**src/rtl/clock.sv**
```systemverilog
// rtl/clock.sv - countdown tick prescaler and registered next remaining-time selector
// The parent feeds next_time back as cur_time; this block only decides the following value.
module clock #(
   parameter int TICK_DIV = 100_000_000
) (
   input  logic       clk,
   input  logic       rst_n,
   input  logic [6:0] cur_time,
   output logic [6:0] next_time,
   input  logic       pause,
   input  logic       restart,
   input  logic       off
);

   localparam int          PW   = $clog2(TICK_DIV);
   localparam logic [PW-1:0] LAST = PW'(TICK_DIV - 1);

   logic [PW-1:0] prescale;
   logic          tick;
   logic [6:0]    time_sel;

   assign tick = (prescale == LAST) && !pause && !off && !restart;

   always_ff @(posedge clk or negedge rst_n) begin
      if (!rst_n) begin
         prescale <= '0;
      end else if (restart || off) begin
         prescale <= '0;
      end else if (!pause) begin
         prescale <= (prescale == LAST) ? '0 : prescale + PW'(1);
      end
   end

   // Decrement saturates at zero; off dominates everything else.
   always_comb begin
      time_sel = cur_time;
      if (off) begin
         time_sel = 7'd0;
      end else if (tick && (cur_time != 7'd0)) begin
         time_sel = cur_time - 7'd1;
      end
   end

   always_ff @(posedge clk or negedge rst_n) begin
      if (!rst_n) begin
         next_time <= 7'd0;
      end else begin
         next_time <= time_sel;
      end
   end

endmodule

```
**config.mk**
```make
export PLATFORM = sky130hd
export DESIGN_NAME = clock
export DESIGN_NICKNAME = d
export VERILOG_FILES = /design/src/rtl/clock.sv
export SDC_FILE = /design/constraint.sdc
export NUM_CORES = 1
export LEC_CHECK = 0
export ABC_AREA = 1
export CAP_MARGIN = 30
export CORE_MARGIN = 4
export CORE_UTILIZATION = 37
export DETAILED_ROUTE_END_ITERATION = 8
export GPL_ROUTABILITY_DRIVEN = 0
export PLACE_DENSITY = 0.6
export SLEW_MARGIN = 10
export SYNTH_ARGS = -nofsm -noshare
export SYNTH_HDL_FRONTEND = slang
export SYNTH_SLANG_ARGS = --single-unit
```
**constraint.sdc**
```tcl
create_clock -name clk -period 2.3 [get_ports clk]
set_input_delay 0.69 -clock clk [delete_from_list [all_inputs] [get_ports clk]]
set_output_delay 0.69 -clock clk [all_outputs]
set_load 0.05 [all_outputs]
```
==> reports/summary.log <==
INFO  power_and_ir_drop power.sequential.fraction=50.9%
INFO  yosys          synth_edf_count=0
INFO  critical_path  timing.critical_path.to_type=output pin
INFO  yosys          count_of_distinct_cell_types_in_the_synthesized_netlist=33
INFO  critical_path  cp_cell_sequence=clkdlybuf4s50_1
INFO  timing         layout_worst_path_cycle_share=91.9%
INFO  power_and_ir_drop switchingPower=0.325mW
INFO  yosys          proportion_of_synthesized_chip_area_in_sequential_cells=38.9%
INFO  finish         finish.instance_area=0.00262sqmm
INFO  detailed_routing totalWireLength=4850um
INFO  detailed_routing detailedRoute.firstPassIterationCount=4
INFO  critical_path  critical_path_class=register to output pin
INFO  critical_path  crit_path_top_delay_cell=clkdlybuf4s50_1
INFO  finish         antenna_cells=0
INFO  finish         layout.nets=343
INFO  yosys          synthFlopType=dfrtp_1
INFO  clock_network  clkLatencyLatePin=0.30ns
INFO  die            initial_core_util=39.0%
INFO  yosys          synth.yosys.warnings=0
INFO  power_and_ir_drop relative_contribution_of_the_clock_network_to_total_power=38.2%
INFO  critical_path  worstSetupStartpointType=register
INFO  timing         setup_slack_of_the_critical_path_after_layout=0.186ns
INFO  detailed_routing ant_nets=0
INFO  timing         report.final.setup_viol=0
INFO  place          placed_instances=394
INFO  place          dp_slack=0.0333ns
INFO  clock_network  clock_tree.htree_level_count=2
INFO  power_and_ir_drop switching_share=27.2%
INFO  clock_network  postCtsHoldBufs=0
INFO  critical_path  critical_path.max_stage_delay=0.80ns
INFO  yosys          synth_seq_cells=34
INFO  power_and_ir_drop finalPower=1.19mW
INFO  detailed_routing routed_via_density=4.89
INFO  power_and_ir_drop power.density_cell_area=456mW/mm^2
INFO  die            pin_count=19
INFO  yosys          syn_area_per_cell=7.37squm
INFO  timing         finalClockSkew=0.00542ns
INFO  clock_network  clock-sinks=34
INFO  global_route   grt_max_degree=19
INFO  global_route   grt_pass1_wl=8670um
INFO  worst_hold_path min_path_type=input pin to asynchronous set/reset pin
INFO  timing         final.setup.tns=0ns
INFO  clock_network  clockBufferDepth=2
INFO  die            core_area=0.00561sqmm
INFO  yosys          synthesis.area=0.00219sqmm
INFO  detailed_routing detail_route.drc_violations=0
INFO  timing         slew_viol_final=0
INFO  place          post_dp_cell_area=0.00253sqmm
INFO  critical_path  critical_path_peak_fanout=1
INFO  detailed_routing via_count=1965
INFO  finish         area_grow_syn2layout=19.6%
INFO  place          hpwlAfterDp=3770um
INFO  power_and_ir_drop p_leak=1.15nW
INFO  clock_network  cts_root_buffer_type=clkbuf_8
INFO  yosys          post_synth_inst_count=297
INFO  timing         final-hold-violation-count=0
INFO  power_and_ir_drop internal_power=0.870mW
INFO  global_route   first_global_vias=1905
INFO  die            die_outline_width=84.9um
INFO  power_and_ir_drop combinationalPowerShare=10.9%
INFO  timing         fin_hold_ws=0.330ns
INFO  clock_network  post_cts_buffers=0
INFO  global_route   global_router_s_overall_resource_usage=14.8%
INFO  timing         rsz0062_at_grt=false
INFO  run            drv.max_cap_violation_count=0
INFO  power_and_ir_drop vdd_ir_drop_max=0.000211V
INFO  timing         tightest_slew=0.495ns
INFO  clock_network  ctsResizeCount=0
INFO  die            placement_rows=27
INFO  critical_path  wp_buf_inv=1
INFO  critical_path  worst-endpoint-arrival=1.42ns
INFO  timing         timing.final.crit_period=2.11ns
INFO  timing         clock.fmax=473MHz
INFO  clock_network  tritoncts_clock_tree=yes
INFO  die            vert_die_dim=84.9um
INFO  clock_network  cts_buffers=5
INFO  finish         finish.cell_count_without_fillers=402
INFO  critical_path  worst_ep_required_time=1.61ns
INFO  finish         drive_gt1_share=14.2%
INFO  outcome        status=finished clean
INFO  yosys          syn-num-nets=311
INFO  global_route   globalRoute.totalOverflow=0
INFO  place          io_buffers=18
INFO  timing         slew_headroom=66.9%
INFO  critical_path  timing.critical_path.max_delay_family=buffers and inverters
INFO  finish         finalCoreUtilization=46.7%
INFO  global_route   initial_antenna_violation_count=0
INFO  detailed_routing wire_per_inst=12.1um
INFO  yosys          synthArstFlopShare=100%
INFO  detailed_routing drtIter0Drc=127
INFO  die            die_area=0.00721sqmm
INFO  clock_network  clkTransAtPathRegs=0.08ns
power groups by stage:
stage          registers (mW)  logic [mW]  clock network [mW]
2_1_floorplan           0.642      0.0396                   0
3_3_place_gp            0.619       0.133                   0
3_5_place_dp            0.619       0.133                   0
4_1_cts                 0.607       0.133               0.478
5_1_grt                 0.608       0.144               0.502
6_report                0.607       0.131               0.456
area by class of cell:
| class | count | area [sq um] |
|---|---|---|
| clock buffers | 5 | 68.8 |
| clock inverters | 3 | 21.3 |
| fillers | 599 | 2990 |
| inverters | 42 | 158 |
| multi-input cells | 218 | 1150 |
| flip-flops and latches | 34 | 851 |
| well taps | 72 | 90.1 |
| repair buffers | 28 | 275 |
layout by cell type (no fill, tap or decap), types with 2 or more instances in the layout:
cell type,instances
a21oi_1,12
a31oi_1,3
buf_12,2
buf_4,8
clkbuf_8,5
clkdlybuf4s50_1,17
dfrtp_1,34
ha_1,2
inv_1,40
nand2_1,77
nand2_2,2
nand2_4,2
nand3_1,15
nand3_2,3
nand4_1,8
nor2_1,36
nor2_2,6
nor2_4,8
o21ai_0,13
o21ai_1,6
o22ai_1,7
xnor2_1,2
xor2_1,6
cell families (layout without fill, tap and decap cells):
kind of cell               count (synthesis)  after routing  synth area share (%)
DFF                                       34             34                  38.9
and+or+nand+nor                          162            162                  36.5
buffers and inverters                     45             78                  8.40
xor gates and xnor gates                   8              8                  3.20
AOI/OAI and AO/OA                         46             46                  11.8
adders and majority gates                  2              2                  1.14
Yosys cell counts, types with 2 or more instances:
| master | instances | share of area (%) |
|---|---|---|
| a21oi_1 | 12 | 2.7 |
| a31oi_1 | 3 | 0.86 |
| buf_6 | 2 | 1.0 |
| dfrtp_1 | 34 | 39 |
| ha_1 | 2 | 1.1 |
| inv_1 | 40 | 6.9 |
| nand2_1 | 77 | 13 |
| nand2_2 | 2 | 0.57 |
| nand2_4 | 2 | 1.0 |
| nand3_1 | 15 | 3.4 |
| nand3_2 | 3 | 1.4 |
| nand4_1 | 8 | 2.3 |
| nor2_1 | 36 | 6.2 |
| nor2_2 | 6 | 1.7 |
| nor2_4 | 8 | 4.1 |
| o21ai_0 | 13 | 3.0 |
| o21ai_1 | 6 | 1.4 |
| o22ai_1 | 7 | 2.0 |
| xnor2_1 | 2 | 0.80 |
| xor2_1 | 6 | 2.4 |
registers in the layout, summed over array words and instances (netlist names):
signal,flops
prescale,27
next_time,7
path summary, 6_finish.rpt:
check	start	to	slack, ns	cells past startpoint
worst max-delay path	next_time[5]$_DFF_PN0_	next_time[5]	0.19	1
worst min-delay path	rst_n	prescale[4]$_DFFE_PN0P_	0.33	1
worst max register to register	prescale[0]$_DFFE_PN0P_	prescale[2]$_DFFE_PN0P_	0.48	9
worst min register to register	prescale[0]$_DFFE_PN0P_	prescale[0]$_DFFE_PN0P_	0.55	1
max in group asynchronous	rst_n	prescale[16]$_DFFE_PN0P_	1.53	2
min in group clk	prescale[0]$_DFFE_PN0P_	prescale[0]$_DFFE_PN0P_	0.55	1
metal layers:
metal	wire (um)	track usage [%]
met1	2380	19.5
met3	190	3.50
met2	2200	23.7
met5	0	0
met4	82	5.47
No activity file was read; power rests on OpenSTA's default activity.
